==> src/rtl/mem_port_arbiter_pkg.sv <==
// mem_port_arbiter_pkg: shared FSM encoding, owner codes and constants used by
// the SRAM port arbiter and its wait-state counter. The width macros fall back
// to 32 bits when the surrounding build does not provide them.
`ifndef RegDataWidth
`define RegDataWidth 32
`endif
`ifndef MemAddrWidth
`define MemAddrWidth 32
`endif
`ifndef InstAddrWidth
`define InstAddrWidth 32
`endif

package mem_port_arbiter_pkg;

    typedef enum logic [1:0] {
        ST_IDLE   = 2'd0,
        ST_ACCESS = 2'd1,
        ST_DONE   = 2'd2
    } arb_state_t;

    localparam logic       OWNER_INST   = 1'b0;
    localparam logic       OWNER_DATA   = 1'b1;
    localparam logic [3:0] BE_FULL_WORD = 4'hF;
    localparam int         WAIT_CNT_W   = 4;

endpackage

==> src/rtl/mem_arb_wait_counter.sv <==
// mem_arb_wait_counter: loadable down-counter that times the SRAM wait states.
// It parks at zero; the zero flag tells the arbiter the access is on its last cycle.
module mem_arb_wait_counter
    import mem_port_arbiter_pkg::*;
#(
    parameter int W = WAIT_CNT_W
) (
    input  logic         clk,
    input  logic         rst,
    input  logic         load,
    input  logic         dec,
    input  logic [W-1:0] load_val,
    output logic         zero
);

    logic [W-1:0] count_reg;

    // Load on grant, otherwise count down while the access is running.
    always_ff @(posedge clk or posedge rst) begin
        if (rst) begin
            count_reg <= '0;
        end else if (load) begin
            count_reg <= load_val;
        end else if (dec && (count_reg != '0)) begin
            count_reg <= count_reg - 1'b1;
        end
    end

    assign zero = (count_reg == '0);

endmodule

==> src/rtl/mem_port_arbiter.sv <==
// mem_port_arbiter: shares one single-port SRAM between the instruction-fetch
// port and the MEM-stage data port. Data wins arbitration, except directly after
// a data access while a fetch is waiting, so a fetch never waits behind more
// than one data access. Each access owns the SRAM for WAIT_CYCLES+1 cycles,
// followed by one DONE cycle that pulses i_valid or d_ready.
// Optional: define ARB_PERF_CNT_EN to add the perf_stall_cycles/perf_data_acc counters.
module mem_port_arbiter
    import mem_port_arbiter_pkg::*;
#(
    parameter int ADDR_W      = `MemAddrWidth,
    parameter int DATA_W      = `RegDataWidth,
    parameter int WAIT_CYCLES = 2
) (
    input  logic              clk,
    input  logic              rst,
    input  logic              i_ce,
    input  logic [ADDR_W-1:0] i_addr,
    output logic [DATA_W-1:0] i_rdata,
    output logic              i_valid,
    input  logic              d_re,
    input  logic              d_we,
    input  logic [ADDR_W-1:0] d_addr,
    input  logic [3:0]        d_be,
    input  logic [DATA_W-1:0] d_wdata,
    output logic [DATA_W-1:0] d_rdata,
    output logic              d_ready,
    output logic              stall_if,
    output logic              stall_mem,
`ifdef ARB_PERF_CNT_EN
    output logic [31:0]       perf_stall_cycles,
    output logic [31:0]       perf_data_acc,
`endif
    output logic [ADDR_W-1:0] sram_addr,
    output logic [3:0]        sram_be,
    output logic [DATA_W-1:0] sram_wdata,
    output logic              sram_we,
    output logic              sram_oe,
    input  logic [DATA_W-1:0] sram_rdata
);

    localparam logic [WAIT_CNT_W-1:0] WAIT_LOAD = WAIT_CNT_W'(WAIT_CYCLES);

    arb_state_t        state_reg;
    logic              owner_reg;
    logic              last_was_data_reg;
    logic [ADDR_W-1:0] sram_addr_reg;
    logic [3:0]        sram_be_reg;
    logic [DATA_W-1:0] sram_wdata_reg;
    logic              sram_we_reg;
    logic              sram_oe_reg;
    logic [DATA_W-1:0] i_rdata_reg;
    logic [DATA_W-1:0] d_rdata_reg;
    logic              i_valid_reg;
    logic              d_ready_reg;

    logic d_req;
    logic i_req;
    logic grant_data;
    logic grant_inst;
    logic cnt_load;
    logic cnt_dec;
    logic cnt_zero;

    // A simultaneous read+write is a write: only d_we selects the strobe.
    assign d_req      = d_re | d_we;
    assign i_req      = i_ce;
    assign grant_data = d_req & ~(last_was_data_reg & i_req);
    assign grant_inst = ~grant_data & i_req;
    assign cnt_load   = (state_reg == ST_IDLE) & (grant_data | grant_inst);
    assign cnt_dec    = (state_reg == ST_ACCESS);

    mem_arb_wait_counter #(
        .W(WAIT_CNT_W)
    ) u_wait_cnt (
        .clk      (clk),
        .rst      (rst),
        .load     (cnt_load),
        .dec      (cnt_dec),
        .load_val (WAIT_LOAD),
        .zero     (cnt_zero)
    );

    // Arbitration FSM: grant in IDLE, drive the SRAM in ACCESS, pulse the owner in DONE.
    always_ff @(posedge clk or posedge rst) begin
        if (rst) begin
            state_reg         <= ST_IDLE;
            owner_reg         <= OWNER_INST;
            last_was_data_reg <= 1'b0;
            sram_addr_reg     <= '0;
            sram_be_reg       <= '0;
            sram_wdata_reg    <= '0;
            sram_we_reg       <= 1'b0;
            sram_oe_reg       <= 1'b0;
            i_rdata_reg       <= '0;
            d_rdata_reg       <= '0;
            i_valid_reg       <= 1'b0;
            d_ready_reg       <= 1'b0;
        end else begin
            i_valid_reg <= 1'b0;
            d_ready_reg <= 1'b0;
            case (state_reg)
                ST_IDLE: begin
                    if (grant_data) begin
                        owner_reg      <= OWNER_DATA;
                        sram_addr_reg  <= d_addr;
                        sram_be_reg    <= d_be;
                        sram_wdata_reg <= d_wdata;
                        sram_we_reg    <= d_we;
                        sram_oe_reg    <= ~d_we;
                        state_reg      <= ST_ACCESS;
                    end else if (grant_inst) begin
                        owner_reg      <= OWNER_INST;
                        sram_addr_reg  <= i_addr;
                        sram_be_reg    <= BE_FULL_WORD;
                        sram_wdata_reg <= '0;
                        sram_we_reg    <= 1'b0;
                        sram_oe_reg    <= 1'b1;
                        state_reg      <= ST_ACCESS;
                    end
                end
                ST_ACCESS: begin
                    if (cnt_zero) begin
                        // sram_oe_reg doubles as the "this access is a read" flag.
                        if (sram_oe_reg) begin
                            if (owner_reg == OWNER_DATA) begin
                                d_rdata_reg <= sram_rdata;
                            end else begin
                                i_rdata_reg <= sram_rdata;
                            end
                        end
                        i_valid_reg <= (owner_reg == OWNER_INST);
                        d_ready_reg <= (owner_reg == OWNER_DATA);
                        sram_we_reg <= 1'b0;
                        sram_oe_reg <= 1'b0;
                        state_reg   <= ST_DONE;
                    end
                end
                ST_DONE: begin
                    last_was_data_reg <= (owner_reg == OWNER_DATA);
                    state_reg         <= ST_IDLE;
                end
                default: begin
                    state_reg <= ST_IDLE;
                end
            endcase
        end
    end

    assign i_rdata    = i_rdata_reg;
    assign i_valid    = i_valid_reg;
    assign d_rdata    = d_rdata_reg;
    assign d_ready    = d_ready_reg;
    assign sram_addr  = sram_addr_reg;
    assign sram_be    = sram_be_reg;
    assign sram_wdata = sram_wdata_reg;
    assign sram_we    = sram_we_reg;
    assign sram_oe    = sram_oe_reg;

    // The pipeline holds until its own pulse arrives; a pending data access freezes everything.
    assign stall_mem = d_req & ~d_ready_reg;
    assign stall_if  = (i_ce & ~i_valid_reg) | stall_mem;

`ifdef ARB_PERF_CNT_EN
    logic [31:0] perf_stall_cycles_reg;
    logic [31:0] perf_data_acc_reg;

    // Free-running wrap-around counters of stalled cycles and completed data accesses.
    always_ff @(posedge clk or posedge rst) begin
        if (rst) begin
            perf_stall_cycles_reg <= '0;
            perf_data_acc_reg     <= '0;
        end else begin
            if (stall_if | stall_mem) begin
                perf_stall_cycles_reg <= perf_stall_cycles_reg + 32'd1;
            end
            if (d_ready_reg) begin
                perf_data_acc_reg <= perf_data_acc_reg + 32'd1;
            end
        end
    end

    assign perf_stall_cycles = perf_stall_cycles_reg;
    assign perf_data_acc     = perf_data_acc_reg;
`endif

endmodule

==> config.mk <==
export PLATFORM = sky130hd
export DESIGN_NAME = mem_port_arbiter
export DESIGN_NICKNAME = d
export VERILOG_FILES = /design/src/rtl/mem_port_arbiter_pkg.sv /design/src/rtl/mem_arb_wait_counter.sv /design/src/rtl/mem_port_arbiter.sv
export SDC_FILE = /design/constraint.sdc
export NUM_CORES = 1
export LEC_CHECK = 0
export BUFFER_PORTS_ARGS = -buffer_cell sky130_fd_sc_hd__buf_2
export CAP_MARGIN = 10
export CORE_ASPECT_RATIO = 0.7
export CORE_MARGIN = 2
export CORE_UTILIZATION = 50
export CTS_CLUSTER_DIAMETER = 80
export CTS_CLUSTER_SIZE = 40
export DETAILED_ROUTE_END_ITERATION = 8
export GPL_TIMING_DRIVEN = 0
export PLACE_DENSITY_LB_ADDON = 0.2
export SLEW_MARGIN = 20
export SYNTH_ARGS = -nofsm -noshare
export SYNTH_HDL_FRONTEND = slang
export SYNTH_SLANG_ARGS = --single-unit
==> constraint.sdc <==
create_clock -name clk -period 7.6 [get_ports clk]
set_input_delay 0.76 -clock clk [delete_from_list [all_inputs] [get_ports clk]]
set_output_delay 0.76 -clock clk [all_outputs]
set_load 0.01 [all_outputs]
==> metrics.csv, run 1 <==
metric,value,unit
status,"complete, no violations",
fin_cells,876,
post-route-min-period,2.17,ns
postCtsHoldBufs,0,
worstReg2RegEnd,d_rdata[11],
fin_skew,0.00632,ns
p_int,2.27,mW
worstPathMaxFanout,10,
final_core_util,71.4,%
holdWs,0.322,ns
drc,0,
worstMarginPinSlew,0.717,ns
grt_max_degree,104,
critPathKind,reg -> reg,
path_cells,inv_1 > ha_1 > nand4bb_1 > nor3_2 > buf_4 > mux2_2,
die_h,93.7,um
wire_per_inst,17.2,um
register_area,0.00360,mm^2
setup-violations-final,0,
fillers,840,
fmax,460,MHz
grtUsageMet3,8.20,%
crit_family,simple AND/OR/NAND/NOR gates,
async_flop_share,100,%
pre_cts_ws,5.09,ns
cp.required,7.89,ns
cts_htree_levels,4,
r2r_start,u_wait_cnt.count_reg[0],
synth_seq_cells,144,
synth_cells,416,
synth_nets,554,
p_switching,1.24,mW
grtUsageMet1,28.9,%
rows,32,
synthDominantCellAreaShare,62.7,%
relSlewSlack,51.7,%
crit_cells,6,
p_per_area,442,mW/mm^2
antenna_found_initial,0,
final_nets,848,
drtIter0Drc,166,
hold_class,in -> async,
dieWidth,132,um
avgSynthCellArea,13.8,um^2
synth_commonest_cells,"dfrtp_1, o21ai_0, mux2_2, a22o_1, mux2i_1",
cts_buffer_depth,2,
ant_nets,0,
numCtsBuffers,17,
avgViaCountPerCell,5.18,
yosysWarningCount,0,
p_sw_share,35.4,%
synth_top_area_cell,dfrtp_1,
busiest_layer,met2,
rsz0062_at_grt,false,
hold_violations,0,
yosys_most_used_dff,dfrtp_1,
hpwl,11.1,mm
synth_most_common_cell,dfrtp_1,
grt_pass1_wl,23.5,mm
drtPass1Iterations,4,
place_congestion,0.815,
cts_resized,0,
met2_usage,42.3,%
start_util,51.7,%
end_kind,flip-flop,
crit_slowest_cell,nor3_2,
cts_tree,done,
drive_above_1_share,54.1,%
power_frac_seq,38.0,%
layout_setup_ws,5.43,ns
antenna_cells,0,
dpl_cell_area,0.00735,mm^2
power,3.51,mW
r2r_cells,6,
fin_tns_setup,0,ns
p_clk_share,23.7,%
cp.arrival,2.46,ns
synth.distinct_cells,39,
netlist_area,0.00575,mm^2
cts_root_buf,clkbuf_16,
maxCapViolations,0,
die-area,0.0124,mm^2
synth_edf_count,0,
grt_pass1_vias,4779,
track_usage,24.5,%
vdd_drop_max,0.000242,V
num_vias,4539,
io_buffers,274,
pwr-share-comb,38.3,%
fin_area,0.00795,mm^2
clk_pin_slew,0.06,ns
p_leak,4.04,nW
coreArea,0.0111,mm^2
area_growth,38.2,%
fin_crit_sh,28.6,%
drt-total-wl,15.1,mm
r2r_slack,5.43,ns
multi_input_area,0.00197,mm^2
synthTopCellsByArea,"dfrtp_1, mux2_2, mux2i_1, o21ai_0, a22o_1",
start_kind,flip-flop,
clk_latency,0.41,ns
drv_slew,0,
pin_count,275,
path_buf_inv,2,
seq_area_frac_synth,62.7,%
grt_overflow_total,0,
post-cts-setup-buffers,0,
cts_sinks,144,
max_stage_delay,0.46,ns
dpl.cell_count,844,
## power by group through the flow
stage          Sequential (mW)  Clock [mW]  Combinational (mW)
2_1_floorplan             1.49           0               0.621
3_3_place_gp              1.32           0                1.31
3_5_place_dp              1.34           0                1.36
4_1_cts                   1.34       0.846                1.36
5_1_grt                   1.38       0.879                1.47
6_report                  1.34       0.832                1.34
## per-layer routing
metal | wire [um] | share of wire [%]
met1 | 6040 | 40
met2 | 7540 | 50
met3 | 1210 | 8.0
met4 | 280 | 1.9
met5 | 0 | 0
## how the worst max path moves through the flow
stage                          endpoint  slack [ns]                    start
after global routing      sram_addr[21]        5.33                     d_we
after global placement    sram_addr[12]        1.68                      rst
after floorplan              d_rdata[0]        2.97                      rst
after detailed placement  sram_addr[20]        5.09                     d_we
after CTS                   d_rdata[11]        5.43  u_wait_cnt.count_reg[0]
final                       d_rdata[11]        5.43  u_wait_cnt.count_reg[0]
## layout make-up
class | instances | area share, %
clock buffer | 18 | 5.53
buffer | 28 | 1.91
inverter | 6 | 0.378
timing repair buffer | 275 | 17.6
tap | 153 | 2.41
clock inverter | 14 | 1.98
multi-input combinational | 238 | 24.8
sequential | 144 | 45.4
## cells by family (layout without fill, tap and decap cells)
| family | after synthesis | after routing | synth area share (%) |
|---|---|---|---|
| mux | 97 | 97 | 18.3 |
| compound gates | 117 | 117 | 13.0 |
| flops | 144 | 144 | 62.7 |
| fa+ha+maj | 1 | 1 | 0.218 |
| simple gates | 23 | 23 | 2.81 |
| buf+inv | 34 | 341 | 3.02 |
## worst reg2reg max path, delay by kind of cell (launching register included)
kind	cells	cell delay (ns)
simple gates	2	0.72
mux	1	0.38
fa+ha+maj	1	0.20
buf+inv	2	0.37
flops	1	0.39
## cells in the final DEF (no fill, tap or decap), drive strengths merged, types with 2 or more instances in the layout
| cell type | synthesis | layout |
|---|---|---|
| a21oi | 3 | 3 |
| a22o | 32 | 32 |
| buf | 15 | 290 |
| bufinv | 0 | 2 |
| clkbuf | 13 | 31 |
| clkinv | 0 | 7 |
| clkinvlp | 0 | 2 |
| dfrtp | 144 | 144 |
| inv | 6 | 9 |
| mux2 | 65 | 65 |
| mux2i | 32 | 32 |
| nor2 | 4 | 4 |
| nor2b | 3 | 3 |
| nor3 | 2 | 2 |
| o21ai | 71 | 71 |
| o22a | 4 | 4 |
| or2 | 3 | 3 |
| or4 | 2 | 2 |
No activity file was read; power rests on OpenSTA's default activity.
==> inputs of run 2 (changes only) <==
- CORE_UTILIZATION: 50 -> 42
- clock period: 7.6 -> 2 ns (I/O delays scaled with it)
==> run 2 against run 1 <==
Combinational power grew to 3.9 times the previous value. Sequential power grew to 3.8 times the previous value. Critical path depth grew 1. Cell area grew 6.0%. Via count grew 1.8%. Setup slack lost 5.3 ns. Largest power group is now combinational cells. Worst hold slack lost 0.30 ns.
==> metrics.csv, run 2 (synthesized netlist as in run 1, its figures left out) <==
metric,value,unit,change
status,"complete, no violations",,
pin_count,275,,unchanged
cp.required,2.29,ns,-5.60 ns
grt_max_degree,36,,-65%
cts_sinks,144,,unchanged
setup-violations-final,0,,unchanged
drv_slew,0,,unchanged
drc,0,,unchanged
start_util,43.3,%,-8.3 points
drtIter0Drc,160,,-3.6%
maxCapViolations,0,,unchanged
clk_pin_slew,0.06,ns,about the same
final_common_cell,buf_2,,
hold_violations,0,,unchanged
pwr-share-comb,38.6,%,+0.3 points
post-route-min-period,1.92,ns,-0.253 ns
fin_area,0.00842,mm^2,+6.0%
p_switching,4.77,mW,+280%
place_congestion,0.776,,-4.7%
cp.arrival,2.21,ns,-0.25 ns
p_int,8.89,mW,+290%
drt-total-wl,15.3,mm,+1.9%
rows,35,,+9.4%
ant_nets,0,,unchanged
pre_cts_ws,-0.196,ns,-5.28 ns
dieWidth,144,um,+8.8%
layout_setup_ws,0.0782,ns,-5.35 ns
coreArea,0.0133,mm^2,+19%
fmax,520,MHz,+13%
antenna_cells,0,,unchanged
wire_per_inst,16.3,um,-5.2%
dpl_cell_area,0.00744,mm^2,+1.3%
cts_buffer_depth,2,,unchanged
drtPass1Iterations,4,,unchanged
numCtsBuffers,17,,unchanged
critPathKind,reg -> reg,,
grt_pass1_wl,23.6,mm,+0.38%
worstMarginPinSlew,0.790,ns,+0.0728 ns
worstPathMaxFanout,10,,unchanged
fillers,1054,,+25%
end_kind,flip-flop,,
hpwl,11.5,mm,+3.4%
vdd_drop_max,0.000820,V,+240%
hold_depth,2,,
p_clk_share,24.1,%,+0.4 points
cts_root_buf,clkbuf_16,,
track_usage,20.9,%,-3.6 points
die_h,102,um,+8.7%
area_growth,46.4,%,
drive_above_1_share,53.7,%,-0.38 points
power_frac_seq,37.3,%,-0.7 points
io_buffers,274,,unchanged
p_per_area,1620,mW/mm^2,+270%
r2r_cells,7,,+1
hold_class,in -> reg,,
avgViaCountPerCell,4.91,,-5.2%
most-common-layout-cells,"buf_2, dfrtp_1, o21ai_0",,
fin_crit_sh,96.1,%,+67 points
die-area,0.0147,mm^2,+18%
cts_tree,done,,
p_leak,4.23,nW,+4.6%
clk_latency,0.41,ns,about the same
start_kind,flip-flop,,
relSlewSlack,46.9,%,-4.8 points
num_vias,4621,,+1.8%
p_sw_share,34.9,%,-0.44 points
fin_skew,0.00976,ns,+0.00344 ns
antenna_found_initial,0,,unchanged
grt_pass1_vias,4732,,-0.98%
cts_htree_levels,4,,unchanged
final_nets,881,,+3.9%
grt_overflow_total,0,,unchanged
[run 2: cell type report]
class | count | area (um^2) | share of cell area, %
Tap cell | 185 | 231 | 2.75
Sequential cell | 144 | 3600 | 42.8
Buffer | 28 | 175 | 2.08
Multi-Input combinational cell | 238 | 2010 | 23.8
Clock inverter | 13 | 178 | 2.11
Clock buffer | 19 | 443 | 5.26
Timing Repair Buffer | 308 | 1760 | 20.8
Inverter | 6 | 26.3 | 0.312
[run 2: path summary, 6_finish.rpt]
check | from | end | slack [ns]
max in group asynchronous | rst | sram_be[2] | 0.86
setup reg to reg | u_wait_cnt.count_reg[1] | i_rdata[14] | 0.08
min in group asynchronous | rst | sram_wdata[27] | 0.41
setup / recovery | u_wait_cnt.count_reg[1] | i_rdata[14] | 0.08
hold / removal | d_wdata[6] | sram_wdata[6] | 0.02
hold reg to reg | i_rdata[25] | i_rdata[25] | 0.49
[run 2: critical path, cell delays in order, from the launching register on]
cell       delay (ns)
dfrtp_1          0.40
inv_1            0.11
ha_4             0.17
nand4bb_4        0.16
nor4b_4          0.29
buf_6            0.16
buf_6            0.16
mux2_2           0.35
[run 2: metrics by stage]
stage	power (mW)	TNS [ns]	hold slack, ns	cells	utilization [%]
floorplan	8.01	-0.726	0.307	416	-
global placement	10.1	-123.56	0.417	875	55.4
detailed placement	10.3	-9.73	0.296	879	56.1
CTS	13.7	0	0.000504	938	63.1
global route	14.6	-0.0956	0.000604	941	63.5
finish	13.7	0	0.0194	941	63.5
[run 2: what timing repair did]
action / CTS / global route
gates resized for setup: 10 / 12
setup buffers: 3 / 0
hold buffers: 24 / 3
endpoints found under the setup margin: 89 / 55
gates cloned: 0 / 0
endpoints found under the hold margin: 43 / 3
pin swaps: 2 / 0
[run 2: power by group through the flow]
| stage | clock network [mW] | logic (mW) | registers, mW |
|---|---|---|---|
| after global routing | 3.52 | 5.77 | 5.28 |
| after CTS | 3.36 | 5.30 | 5.09 |
| after floorplan | 0 | 2.36 | 5.65 |
| after global placement | 0 | 5.03 | 5.03 |
| after detailed placement | 0 | 5.21 | 5.09 |
| final | 3.29 | 5.28 | 5.09 |
[run 2: routing by layer]
layer  wire (um)  global-route usage [%]  vias to the layer above
met4         344                    8.67                        0
met1        6630                    26.6                     2243
li1            -                       -                     2173
met5           0                       0                        -
met2        7460                    34.9                      180
met3         912                    4.97                       25
==> inputs of run 3 (changes only) <==
- ABC_AREA: default -> 1
- CORE_UTILIZATION: 42 -> 44
- CTS_BUF_LIST: default -> sky130_fd_sc_hd__clkbuf_8
==> run 3 against run 2 <==
First-iteration DRC count rose by 120%. Worst hold slack gained 0.0022 ns. Combinational power grew 9.8%. Die area is 1.5% higher. Clock-buffer cell count is 2 lower. Sequential power rose by 1%. Critical path type unchanged.
==> metrics.csv, run 3 <==
metric,value,unit,change
setup-violations-final,0,,unchanged
cts_sinks,144,,unchanged
hp-start,d_addr[13],,
grt_overflow_total,0,,unchanged
worstReg2RegEnd,d_rdata[20],,
rows,36,,+2.9%
end_kind,flip-flop,,
r2r_cells,8,,+1
final_nets,1254,,+42%
cp.required,2.32,ns,+0.03 ns
cts_root_buf,clkbuf_8,,
p_leak,5.18,nW,+23%
hpwl,12.3,mm,+7.0%
r2r_start,u_wait_cnt.count_reg[0],,
vdd_drop_max,0.000718,V,-13%
synth_top_area_cell,dfrtp_1,,
track_usage,23.8,%,+2.9 points
drtIter0Drc,345,,+120%
cts_buffer_depth,2,,unchanged
dpl.cell_count,1203,,+37%
cts_tree,done,,
yosysWarningCount,0,,unchanged
die-area,0.0149,mm^2,+1.5%
antenna_found_initial,0,,unchanged
area_growth,48.8,%,
numCtsBuffers,17,,unchanged
place_congestion,0.843,,+8.6%
post-cts-setup-buffers,0,,-3
netlist_area,0.00612,mm^2,+6.4%
avgViaCountPerCell,4.56,,-7.2%
grt_pass1_wl,28.3,mm,+20%
hold_class,in -> reg,,
synth_seq_cells,144,,unchanged
relSlewSlack,71.4,%,+24 points
endpoint,d_rdata[20],,
synth_cells,734,,+76%
cp.arrival,1.92,ns,-0.29 ns
clk_latency,0.44,ns,+0.03 ns
final_common_cell,nand2_1,,
synth.distinct_cells,25,,-36%
start_kind,flip-flop,,
holdWs,0.0216,ns,+0.00219 ns
fin_crit_sh,80.0,%,-16 points
layout_setup_ws,0.400,ns,+0.321 ns
fmax,625,MHz,+20%
cts_resized,0,,-10
worstMarginPinSlew,0.429,ns,-0.361 ns
fillers,1142,,+8.3%
io_buffers,274,,unchanged
pwr-share-comb,43.0,%,+4.4 points
coreArea,0.0137,mm^2,+3.5%
p_int,8.06,mW,-9.3%
drt-total-wl,17.8,mm,+16%
fin_skew,0.0186,ns,+0.00888 ns
critPathKind,reg -> reg,,
r2r_slack,0.40,ns,+0.32 ns
ant_nets,0,,unchanged
worstPathMaxFanout,10,,unchanged
pin_count,275,,unchanged
drtPass1Iterations,5,,+1
wire_per_inst,13.5,um,-17%
crit_start,u_wait_cnt.count_reg[0],,
post-route-min-period,1.60,ns,-0.321 ns
synthTopCellsByArea,"dfrtp_1, nand2_1, o21ai_1, inv_1, nand3_1",,
synthDominantCellAreaShare,58.9,%,-3.8 points
synth_commonest_cells,"nand2_1, dfrtp_1, inv_1, o21ai_1, nor2_1",,
async_flop_share,100,%,unchanged
grt_max_degree,35,,-2.8%
drive_above_1_share,31.4,%,-22 points
postCtsHoldBufs,84,,+250%
status,"complete, no violations",,
pre_cts_ws,0.387,ns,+0.584 ns
synth_edf_count,0,,unchanged
p_sw_share,40.2,%,+5.3 points
seq_area_frac_synth,58.9,%,-3.8 points
grt_pass1_vias,5842,,+23%
antenna_cells,0,,unchanged
most-common-layout-cells,"nand2_1, buf_2, dfrtp_1",,
clk_pin_slew,0.08,ns,+0.02 ns
fin_tns_setup,0,ns,unchanged
fin_cells,1319,,+40%
final_core_util,66.3,%,+2.8 points
p_clk_share,18.7,%,-5.4 points
yosys_most_used_dff,dfrtp_1,,
num_vias,6011,,+30%
p_per_area,1480,mW/mm^2,-8.7%
avgSynthCellArea,8.33,um^2,-40%
p_switching,5.42,mW,+14%
drc,0,,unchanged
synth_nets,872,,+57%
die_h,103,um,+0.74%
power_frac_seq,38.3,%,+1.0 points
drv_slew,0,,unchanged
dieWidth,145,um,+0.75%
synth_most_common_cell,nand2_1,,
hold_violations,0,,unchanged
maxCapViolations,0,,unchanged
rsz0062_at_grt,false,,
cts_htree_levels,4,,unchanged
start_util,44.5,%,+1.2 points
==> run 3: changes by cell type in the layout (fill, tap and decap cells not counted), moves of 16 or more <==
cell	previous run	this run
dlygate4sd3_1	27	84
mux2i_1	32	0
nand3_1	1	38
nand2_1	1	304
mux2_2	63	0
o21ai_0	64	2
a22o_1	32	0
clkbuf_8	1	17
o21ai_1	7	66
nor2_1	4	50
clkbuf_16	17	0
inv_1	4	72
==> run 3: cell families (layout without fill, tap and decap cells) <==
group,count (synthesis),count (layout),share of synthesized area (%)
AOI/OAI and AO/OA,73,73,6.05
adders and majority gates,1,1,0.205
DFF,144,144,58.9
buffers and inverters,113,508,8.47
xor gates and xnor gates,1,1,0.143
and+or+nand+nor,402,402,26.2
==> run 3: through the flow <==
stage / power, mW / cell area [um^2]
after floorplan: 8.45 / 6120
after global placement: 10.7 / 7730
after detailed placement: 10.8 / 7840
after CTS: 13.5 / 9100
after global routing: 14.5 / 9100
final: 13.5 / 9100
==> run 3: cell type report <==
class,count,area (um^2),area share [%]
clock inverter,15,191,2.10
multi-input combinational,477,2000,21.9
buffer,36,226,2.49
tap,190,238,2.61
sequential,144,3600,39.6
clock buffer,17,234,2.57
timing repair buffer,363,2320,25.5
inverter,77,295,3.24
==> run 3: metal layers <==
metal	vias up	routed length [um]	share of wire [%]	track usage [%]
li1	3005	-	-	-
met1	2741	7830	44	31.1
met2	228	8300	47	37.9
met3	37	1260	7.1	7.17
met4	0	401	2.3	9.90
met5	-	0	0	0
==> run 3: power groups by stage <==
| stage | logic, mW | clock network, mW | registers [mW] |
|---|---|---|---|
| final | 5.80 | 2.52 | 5.16 |
| after global routing | 6.47 | 2.71 | 5.33 |
| after CTS | 5.81 | 2.57 | 5.14 |
| after detailed placement | 5.69 | 0 | 5.16 |
| after global placement | 5.58 | 0 | 5.14 |
| after floorplan | 2.63 | 0 | 5.83 |
==> run 3: worst min path at each step <==
stage | to | cells after the start
after global routing | i_rdata[15] | 3
after floorplan | i_rdata[0] | 2
after detailed placement | i_rdata[7] | 2
after CTS | sram_addr[23] | 3
after global placement | i_rdata[29] | 3
final | sram_addr[13] | 3
==> run 3: worst max-delay path, cell delays in order (launching register included) <==
cell and delay, ns:
dfrtp_1 0.37, inv_1 0.13, ha_1 0.21, nand2_2 0.11, inv_2 0.07, nand3_2 0.17, buf_2 0.26, nand2_1 0.09
o21ai_1 0.07
